$ cat src/rtl/cpu_seq_pkg.sv
// Shared encodings for the CPU_5 fetch/execute sequencer: states, instruction fields,
// the ALU opcode map it drives, and the control opcodes it executes itself.
package cpu_seq_pkg;

  localparam int INSTR_W = 14;
  localparam int OPC_W   = 6;
  localparam int OPND_W  = 8;
  localparam int OPC_MSB = 13;
  localparam int OPC_LSB = 8;
  localparam int OPND_MSB = 7;
  localparam int OPND_LSB = 0;

  // ALU opcode map, kept identical to the ALU's own encoding
  localparam logic [OPC_W-1:0] OP_AND_A_B = 6'h00;
  localparam logic [OPC_W-1:0] OP_OR_A_B  = 6'h01;
  localparam logic [OPC_W-1:0] OP_XOR_A_B = 6'h02;
  localparam logic [OPC_W-1:0] OP_ADD_A_B = 6'h03;
  localparam logic [OPC_W-1:0] OP_INC_A   = 6'h04;
  localparam logic [OPC_W-1:0] OP_DEC_A   = 6'h05;
  localparam logic [OPC_W-1:0] OP_SHL_A   = 6'h06;
  localparam logic [OPC_W-1:0] OP_SHR_A   = 6'h07;
  localparam logic [OPC_W-1:0] OP_INC_B   = 6'h08;
  localparam logic [OPC_W-1:0] OP_DEC_B   = 6'h09;
  localparam logic [OPC_W-1:0] OP_SHL_B   = 6'h0A;
  localparam logic [OPC_W-1:0] OP_SHR_B   = 6'h0B;

  // Control opcodes live in 0x20.. so they never alias an ALU operation
  localparam logic [OPC_W-1:0] OP_LDA  = 6'h20;
  localparam logic [OPC_W-1:0] OP_LDB  = 6'h21;
  localparam logic [OPC_W-1:0] OP_JMP  = 6'h22;
  localparam logic [OPC_W-1:0] OP_JZ   = 6'h23;
  localparam logic [OPC_W-1:0] OP_JC   = 6'h24;
  localparam logic [OPC_W-1:0] OP_OUTA = 6'h25;
  localparam logic [OPC_W-1:0] OP_HLT  = 6'h26;
  localparam logic [OPC_W-1:0] OP_NOP  = 6'h27;

  localparam logic [1:0] BR_NONE = 2'd0;
  localparam logic [1:0] BR_JMP  = 2'd1;
  localparam logic [1:0] BR_JZ   = 2'd2;
  localparam logic [1:0] BR_JC   = 2'd3;

  typedef enum logic [1:0] {
    ST_FETCH    = 2'd0,
    ST_EXEC     = 2'd1,
    ST_OUT_WAIT = 2'd2,
    ST_HALT     = 2'd3
  } seq_state_t;

endpackage

$ cat src/rtl/seq_decode.sv
// Combinational opcode decode for the sequencer: ALU op select, destination,
// load/branch/output/halt controls. Unknown opcodes decode to a NOP.
module seq_decode
  import cpu_seq_pkg::*;
(
  input  logic [OPC_W-1:0] i_opcode,
  output logic             o_alu_en,
  output logic [OPC_W-1:0] o_alu_op,
  output logic             o_dest_b,
  output logic             o_load,
  output logic [1:0]       o_branch,
  output logic             o_out,
  output logic             o_halt
);

  always_comb begin
    o_alu_en = 1'b0;
    o_alu_op = OP_AND_A_B;
    o_dest_b = 1'b0;
    o_load   = 1'b0;
    o_branch = BR_NONE;
    o_out    = 1'b0;
    o_halt   = 1'b0;
    case (i_opcode)
      OP_AND_A_B, OP_OR_A_B, OP_XOR_A_B, OP_ADD_A_B,
      OP_INC_A, OP_DEC_A, OP_SHL_A, OP_SHR_A: begin
        o_alu_en = 1'b1;
        o_alu_op = i_opcode;
      end
      OP_INC_B, OP_DEC_B, OP_SHL_B, OP_SHR_B: begin
        o_alu_en = 1'b1;
        o_alu_op = i_opcode;
        o_dest_b = 1'b1;
      end
      OP_LDA:  o_load = 1'b1;
      OP_LDB: begin
        o_load   = 1'b1;
        o_dest_b = 1'b1;
      end
      OP_JMP:  o_branch = BR_JMP;
      OP_JZ:   o_branch = BR_JZ;
      OP_JC:   o_branch = BR_JC;
      OP_OUTA: o_out = 1'b1;
      OP_HLT:  o_halt = 1'b1;
      default: ;
    endcase
  end

endmodule

$ cat src/rtl/four_bit_exec_sequencer.sv
// Two-cycle fetch/execute sequencer feeding the 4-bit ALU; holds PC, A, B and {Z,C}.
// Optional FOUR_BIT_SEQ_SINGLE_STEP_EN adds a `step` strobe that gates leaving FETCH.
module four_bit_exec_sequencer
  import cpu_seq_pkg::*;
#(
  parameter int PC_W = 8
) (
  input  logic               clk,
  input  logic               reset,
  output logic [PC_W-1:0]    rom_addr,
  input  logic [INSTR_W-1:0] rom_data,
  output logic [OPC_W-1:0]   alu_opcode,
  output logic [3:0]         alu_a,
  output logic [3:0]         alu_b,
  input  logic [3:0]         alu_r,
  input  logic               alu_zf,
  input  logic               alu_cf,
  output logic [3:0]         out_data,
  output logic               out_valid,
  input  logic               out_ready,
  output logic               halted
`ifdef FOUR_BIT_SEQ_SINGLE_STEP_EN
  ,
  input  logic               step
`endif
);

  seq_state_t        r_state, w_state_nxt;
  logic [PC_W-1:0]   r_pc, w_pc_nxt, w_pc_inc, w_target;
  logic [3:0]        r_a, r_b, w_a_nxt, w_b_nxt;
  logic              r_z, r_c, w_z_nxt, w_c_nxt;
  logic [3:0]        r_out_data, w_out_data_nxt;
  logic              r_out_valid, w_out_valid_nxt;
  logic              w_fetch_go;
  logic [OPC_W-1:0]  w_opcode, w_alu_op;
  logic [OPND_W-1:0] w_operand;
  logic              w_alu_en, w_dest_b, w_load, w_out, w_halt;
  logic [1:0]        w_branch;

  assign w_opcode  = rom_data[OPC_MSB:OPC_LSB];
  assign w_operand = rom_data[OPND_MSB:OPND_LSB];
  assign w_target  = PC_W'(w_operand);
  assign w_pc_inc  = r_pc + PC_W'(1);

`ifdef FOUR_BIT_SEQ_SINGLE_STEP_EN
  assign w_fetch_go = step;
`else
  assign w_fetch_go = 1'b1;
`endif

  seq_decode u_decode (
    .i_opcode (w_opcode),
    .o_alu_en (w_alu_en),
    .o_alu_op (w_alu_op),
    .o_dest_b (w_dest_b),
    .o_load   (w_load),
    .o_branch (w_branch),
    .o_out    (w_out),
    .o_halt   (w_halt)
  );

  // The ROM address is the PC itself, so the word is already being read during FETCH
  assign rom_addr  = r_pc;
  assign out_data  = r_out_data;
  assign out_valid = r_out_valid;
  assign halted    = (r_state == ST_HALT);

  always_comb begin
    w_state_nxt     = r_state;
    w_pc_nxt        = r_pc;
    w_a_nxt         = r_a;
    w_b_nxt         = r_b;
    w_z_nxt         = r_z;
    w_c_nxt         = r_c;
    w_out_data_nxt  = r_out_data;
    w_out_valid_nxt = r_out_valid;
    alu_opcode      = OP_AND_A_B;
    alu_a           = r_a;
    alu_b           = r_b;
    case (r_state)
      ST_FETCH: if (w_fetch_go) w_state_nxt = ST_EXEC;
      ST_EXEC: begin
        w_state_nxt = ST_FETCH;
        w_pc_nxt    = w_pc_inc;
        if (w_alu_en) begin
          alu_opcode = w_alu_op;
          if (w_dest_b) begin
            alu_a   = r_b;
            w_b_nxt = alu_r;
          end else begin
            w_a_nxt = alu_r;
          end
          w_z_nxt = alu_zf;
          w_c_nxt = alu_cf;
        end
        if (w_load) begin
          if (w_dest_b) w_b_nxt = w_operand[3:0];
          else          w_a_nxt = w_operand[3:0];
        end
        case (w_branch)
          BR_JMP:  w_pc_nxt = w_target;
          BR_JZ:   if (r_z) w_pc_nxt = w_target;
          BR_JC:   if (r_c) w_pc_nxt = w_target;
          default: ;
        endcase
        if (w_out) begin
          w_out_data_nxt  = r_a;
          w_out_valid_nxt = 1'b1;
          w_state_nxt     = ST_OUT_WAIT;
        end
        if (w_halt) begin
          w_pc_nxt    = r_pc;
          w_state_nxt = ST_HALT;
        end
      end
      ST_OUT_WAIT: begin
        if (out_ready) begin
          w_out_valid_nxt = 1'b0;
          w_state_nxt     = ST_FETCH;
        end
      end
      ST_HALT: ;
      default: w_state_nxt = ST_FETCH;
    endcase
  end

  always_ff @(posedge clk) begin
    if (reset) begin
      r_state     <= ST_FETCH;
      r_pc        <= '0;
      r_a         <= '0;
      r_b         <= '0;
      r_z         <= 1'b0;
      r_c         <= 1'b0;
      r_out_data  <= '0;
      r_out_valid <= 1'b0;
    end else begin
      r_state     <= w_state_nxt;
      r_pc        <= w_pc_nxt;
      r_a         <= w_a_nxt;
      r_b         <= w_b_nxt;
      r_z         <= w_z_nxt;
      r_c         <= w_c_nxt;
      r_out_data  <= w_out_data_nxt;
      r_out_valid <= w_out_valid_nxt;
    end
  end

endmodule
$ cat config.mk
export PLATFORM = sky130hd
export DESIGN_NAME = four_bit_exec_sequencer
export DESIGN_NICKNAME = d
export VERILOG_FILES = /design/src/rtl/cpu_seq_pkg.sv /design/src/rtl/seq_decode.sv /design/src/rtl/four_bit_exec_sequencer.sv
export SDC_FILE = /design/constraint.sdc
export NUM_CORES = 1
export LEC_CHECK = 0
export BUFFER_PORTS_ARGS = -buffer_cell sky130_fd_sc_hd__buf_2
export CAP_MARGIN = 20
export CORE_MARGIN = 2
export CORE_UTILIZATION = 54
export CTS_BUF_LIST = sky130_fd_sc_hd__clkbuf_16
export CTS_CLUSTER_SIZE = 10
export DETAILED_ROUTE_END_ITERATION = 16
export PLACE_DENSITY_LB_ADDON = 0.15
export SETUP_SLACK_MARGIN = 0.05
export SLEW_MARGIN = 20
export SYNTH_ARGS = -nofsm -noshare
export SYNTH_HDL_FRONTEND = slang
export SYNTH_HIERARCHICAL = 1
export SYNTH_SLANG_ARGS = --single-unit
export TNS_END_PERCENT = 100
$ cat constraint.sdc
create_clock -name clk -period 3.11 [get_ports clk]
set_input_delay 0.1555 -clock clk [delete_from_list [all_inputs] [get_ports clk]]
set_output_delay 0.1555 -clock clk [all_outputs]
set_load 0.01 [all_outputs]
==> flow_summary.json, run 1 <==
{
  "wl_per_cell_um": 13.9,
  "regArea_sq_um": 500,
  "multiInputGateArea_sq_um": 942,
  "routabilityCongestion": 0.881,
  "synth_cell_types": 50,
  "peakVddDrop_v": 0.000308,
  "num_vias": 1509,
  "areaGrowthSynthToFinish_pct": 19.7,
  "drive_gt1_frac": 0.311,
  "postSynthAreaPerCell_sq_um": 8.30,
  "antennaDiodeCount": 0,
  "path_delay_family": "simple AND/OR/NAND/NOR gates",
  "root_buffer": "clkbuf_16",
  "grt_overflow_total": 0,
  "drc": 0,
  "insertion_delay_ps": 260,
  "ys.warnings.count": 6,
  "maxCapViolations": 0,
  "setup_viol": 0,
  "synth_compound_area_frac": 0.200,
  "core_sq_mm": 0.00273,
  "status": "finished, final reports clean",
  "final_cells": 259,
  "worstPathArrival_ps": 1770,
  "holdCritPathClass": "primary input to register",
  "path_max_fanout": 15,
  "finalMaxSlewViolations": 0,
  "die_w_um": 57.3,
  "finalWirelength_um": 3600,
  "io_buffers": 48,
  "ctsHoldBuffers": 0,
  "nFillCells": 245,
  "fin_ws_ps": 1190,
  "synth_xor_area_frac": 0.00570,
  "cts_setup_buffers": 0,
  "cts_resized": 0,
  "r2r_cells": 4,
  "slowest_stage": "dfxtp_1",
  "path_class": "register to primary output",
  "numCtsBuffers": 3,
  "synth_edf_count": 0,
  "p_leak_nw": 0.786,
  "dpl_worst_slack_ps": 1030,
  "initial_core_util": 0.562,
  "tns_ps": 0,
  "worst_pin_slew_ps": 694,
  "syn-instance-count": 185,
  "place_inst": 255,
  "rsz0062_at_grt": "false",
  "clock_skew_ps": 4.14,
  "placementRows": 19,
  "grt_pass1_vias": 1308,
  "synthFlopType": "dfxtp_1",
  "ys_seq_area_frac": 0.326,
  "dr.first_iter.drc_count": 75,
  "track_usage": 0.213,
  "synth_adder_area_share": 0.00815,
  "die_area_sq_mm": 0.00329,
  "synthMuxAreaShare": 0.0823,
  "synth_area_sq_mm": 0.00154,
  "fmax_mhz": 520,
  "fin_crit_sh": 0.618,
  "place_hpwl_um": 2810,
  "final-hold-violation-count": 0,
  "path_clk_slew_ps": 60,
  "synth_simple_gate_area_frac": 0.313,
  "cts_tree": "done",
  "holdWs_ps": 131,
  "cp_num_cells": 5,
  "maxSlewHeadroom": 0.534,
  "final_nets": 253,
  "synth_top_family_by_area": "simple AND/OR/NAND/NOR gates",
  "path_buf_inv": 1,
  "cp.required_ps": 2950,
  "yosys_register_bits": 25,
  "period_needed_ps": 1920,
  "end_kind": "primary output",
  "grt_max_degree": 27,
  "async_flop_share": 0,
  "cts.sinks": 25,
  "grt_pass1_wl_um": 5630,
  "vias_per_cell": 5.83,
  "crit_path_cell_trace": "and2b_4 -> and2_1 -> nand2_2 -> mux2_2 -> buf_2",
  "cp-start-kind": "register",
  "slowest_delay_ps": 430,
  "clk_path_buf_depth": 2,
  "chipHeight_um": 57.3,
  "worstHoldPathCells": 3,
  "ant_nets": 0,
  "num_io_pins": 51,
  "antenna_found_initial": 0,
  "dr.pass1.iters": 4,
  "cts_max_level": 1,
  "power_density_mw_per_mm2": 392
}
## placed cells by master, fill, tap and decap left out, drive strengths merged, types with 3 or more instances in the layout
master  Yosys  routed
buf         7      49
dfxtp      25      25
nor2       20      20
a21oi      14      14
nand2      13      13
o22ai       9       9
inv         8       9
o21ai       8       8
nor3        7       7
mux2i       7       7
and3        6       6
nand3       6       6
nand2b      6       6
and2        5       5
mux2        5       5
a211oi      4       4
nand3b      3       3
clkbuf      4       3
nor2b       3       3
or3b        3       3
## cells in the mapped netlist, types with 4 or more instances
cell type	n	area (sq um)
o21ai_0	6	30.0
nor3_1	7	35.0
nand2b_1	5	31.3
clkbuf_1	4	15.0
nor2_1	18	67.6
mux2_2	4	45.0
a21oi_1	11	55.1
nand2_1	12	45.0
mux2i_1	7	70.1
and3_1	6	37.5
nand3_1	6	30.0
o22ai_1	9	56.3
inv_1	8	30.0
and2_1	5	31.3
dfxtp_1	25	500
## flip-flops by register name, summed over array words and instances (netlist names)
register   cells
r_z            1
alu_b          4
r_c            1
r_a            4
rom_addr       8
out_data       4
out_valid      1
r_state        2
## through the flow
stage           util  total power, mW  instance area, sq um
2_1_floorplan      -            0.413                  1540
3_3_place_gp   0.643            0.440                  1760
3_5_place_dp   0.643            0.445                  1760
4_1_cts        0.672            0.721                  1840
5_1_grt        0.672            0.744                  1840
6_report       0.672            0.720                  1840
## kinds of logic after synthesis
group                    after synthesis
AO/OA/AOI/OAI                         44
XOR/XNOR                               1
adder cells (fa/ha/maj)                1
buffers and inverters                 19
flip-flops                            25
multiplexers                          12
other                                  1
AND/OR/NAND/NOR                       82
## path summary, 6_finish.rpt
path                                   from          end  slack, ps
worst max-delay path             r_state[1]     alu_a[2]       1190
worst min register to register  out_data[2]  out_data[2]        460
worst min-delay path                 alu_zf          r_z        130
worst max register to register   r_state[0]  rom_addr[4]       1480
## layout make-up
| class | count | area share |
|---|---|---|
| Clock buffer | 3 | 0.0408 |
| Tap cell | 31 | 0.0211 |
| Clock inverter | 1 | 0.00204 |
| Multi-Input combinational cell | 142 | 0.513 |
| Timing Repair Buffer | 49 | 0.135 |
| Sequential cell | 25 | 0.272 |
| Inverter | 8 | 0.0163 |
## where the power goes
part | internal, mW | switching, mW
Clock | 0.172 | 0.109
Sequential | 0.328 | 0.00850
Combinational | 0.0444 | 0.0574
Total | 0.544 | 0.175
## layer usage
layer  GRT usage  wire [um]  share of wire  vias up
li1            -          -              -      745
met1       0.266       1580           0.44      722
met2       0.389       1850           0.51       40
met3      0.0340        166          0.046        2
met4      0.0399         14         0.0039        0
met5           0          0              0        -
## worst register-to-register path: stages (launching register included)
cell and delay (ps):
dfxtp_1 440, and2b_4 300, nor2b_4 370, a21oi_2 100, a2111oi_2 320
Power figures use the tool's default switching activity.
==> run 2, diff against run 1 <==
Settings changed: CORE_UTILIZATION 54 to 50.
Clock period 3.11 ns to 2 ns, I/O delays scaled along.
==> run 2 against run 1 <==
Against the previous run:
- wire length is 4.8% higher
- sequential cell count stayed put
- worst hold slack worse by 45 ps
- critical endpoint is now alu_a[0]
- critical path type unchanged
- die area is 7.4% higher
- total power is 58% higher
==> flow_summary.json, run 2 (synthesized netlist as in run 1, its figures left out) <==
{
  "status": "finished, final reports clean",
  "r2r_slack_ps": 350,
  "worstPathArrival_ps": 1750,
  "dr.first_iter.drc_count": 82,
  "clk_path_buf_depth": 2,
  "regArea_sq_um": 500,
  "place_hpwl_um": 2810,
  "io_buffers": 48,
  "finalMaxSlewViolations": 0,
  "slowest_stage": "dfxtp_1",
  "chipHeight_um": 59.4,
  "internal_power_mw": 0.854,
  "path_clk_slew_ps": 60,
  "areaGrowthSynthToFinish_pct": 23.1,
  "num_vias": 1515,
  "die_area_sq_mm": 0.00353,
  "path_class": "register to primary output",
  "cp-start-kind": "register",
  "numCtsBuffers": 3,
  "placementRows": 20,
  "r2r-end": "rom_addr[4]",
  "r2r_start": "r_state[1]",
  "cts_max_level": 1,
  "placed_area_sq_mm": 0.00181,
  "p_clk_frac": 0.397,
  "slowest_delay_ps": 420,
  "r2r_cells": 4,
  "end_kind": "primary output",
  "peakVddDrop_v": 0.000430,
  "power_density_mw_per_mm2": 603,
  "multiInputGateArea_sq_um": 942,
  "grt_pass1_vias": 1439,
  "cts_resized": 0,
  "ant_nets": 0,
  "hp-start": "alu_cf",
  "final_nets": 259,
  "clock_skew_ps": 1.68,
  "dr.pass1.iters": 4,
  "p_switching_mw": 0.286,
  "fin_crit_sh": 0.926,
  "largest_reg_flops": 8,
  "finalWirelength_um": 3780,
  "maxSlewHeadroom": 0.659,
  "p_seq_frac": 0.459,
  "maxCapViolations": 0,
  "final_area_sq_mm": 0.00189,
  "drc": 0,
  "cp-endpoint": "alu_a[0]",
  "tns_ps": 0,
  "antennaDiodeCount": 0,
  "combPwrFrac": 0.144,
  "crit_start": "r_state[1]",
  "cts_tree": "done",
  "grt_pass1_wl_um": 6230,
  "core_sq_mm": 0.00298,
  "ctsHoldBuffers": 0,
  "grt_overflow_total": 0,
  "path_max_fanout": 15,
  "die_w_um": 59.4,
  "fmax_mhz": 540,
  "num_io_pins": 51,
  "grt_max_degree": 27,
  "holdCritPathClass": "primary input to register",
  "initial_core_util": 0.516,
  "p_leak_nw": 0.812,
  "final_cells": 267,
  "track_usage": 0.226,
  "root_buffer": "clkbuf_16",
  "drive_gt1_frac": 0.333,
  "place_inst": 263,
  "period_needed_ps": 1850,
  "rsz0062_at_grt": "false",
  "setup_viol": 0,
  "netSwitchingFraction": 0.251,
  "vias_per_cell": 5.67,
  "final_cell_mix": "buf_2 (48), dfxtp_1 (25), nor2_1 (18)",
  "worst_pin_slew_ps": 512,
  "wl_per_cell_um": 14.1,
  "layout_commonest_cell": "buf_2",
  "routabilityCongestion": 0.822,
  "nFillCells": 263,
  "final-hold-violation-count": 0,
  "insertion_delay_ps": 260,
  "cts.sinks": 25,
  "cp.required_ps": 1900,
  "crit_path_cell_trace": "and2b_4 -> and2_1 -> nand2_2 -> mux2_2 -> buf_2",
  "cts_setup_buffers": 0,
  "antenna_found_initial": 0
}
==> run 2: changes by cell type in the layout (fill, tap and decap cells not counted), sizes merged <==
cell,change
buf,+6
clkinvlp,+1
inv,-1
==> run 2: metrics by stage <==
step	hold slack, ps	total power, mW	setup slack (ps)	util
detailed placement	350	0.696	33.3	0.607
floorplan	247	0.642	300	-
global route	124	1.18	83.3	0.634
finish	85.2	1.14	148	0.634
CTS	83.6	1.14	151	0.634
global placement	336	0.690	110	0.607
==> run 2: worst min path at each step <==
stage / to / cells after the start
3_5_place_dp: r_c / 3
3_3_place_gp: r_c / 3
2_1_floorplan: r_c / 2
5_1_grt: r_c / 3
6_report: r_c / 3
4_1_cts: r_c / 3
==> run 2: cell type report <==
type,instances,share of cell area
tap,33,0.0219
timing repair buffer,55,0.155
multi-input combinational,142,0.499
inverter,8,0.0159
sequential,25,0.265
clock inverter,1,0.00397
clock buffer,3,0.0397
==> run 2: layer usage <==
layer,vias up,GRT usage,wire (um)
met4,0,0.0714,27
met3,4,0.0306,196
met2,46,0.374,1770
li1,760,-,-
met1,705,0.305,1780
met5,-,0,0
==> run 2: power by group through the flow <==
stage | Combinational (mW) | Sequential, mW | Clock [mW]
after detailed placement | 0.163 | 0.534 | 0
after CTS | 0.165 | 0.523 | 0.455
after floorplan | 0.109 | 0.534 | 0
after global placement | 0.157 | 0.533 | 0
final | 0.164 | 0.523 | 0.453
after global routing | 0.183 | 0.524 | 0.470
==> run 2: critical path: cells and delay by family (launching register included) <==
kind / cells / cell delay [ps]
flops: 1 / 420
mux: 1 / 340
simple gates: 3 / 600
buf+inv: 1 / 140
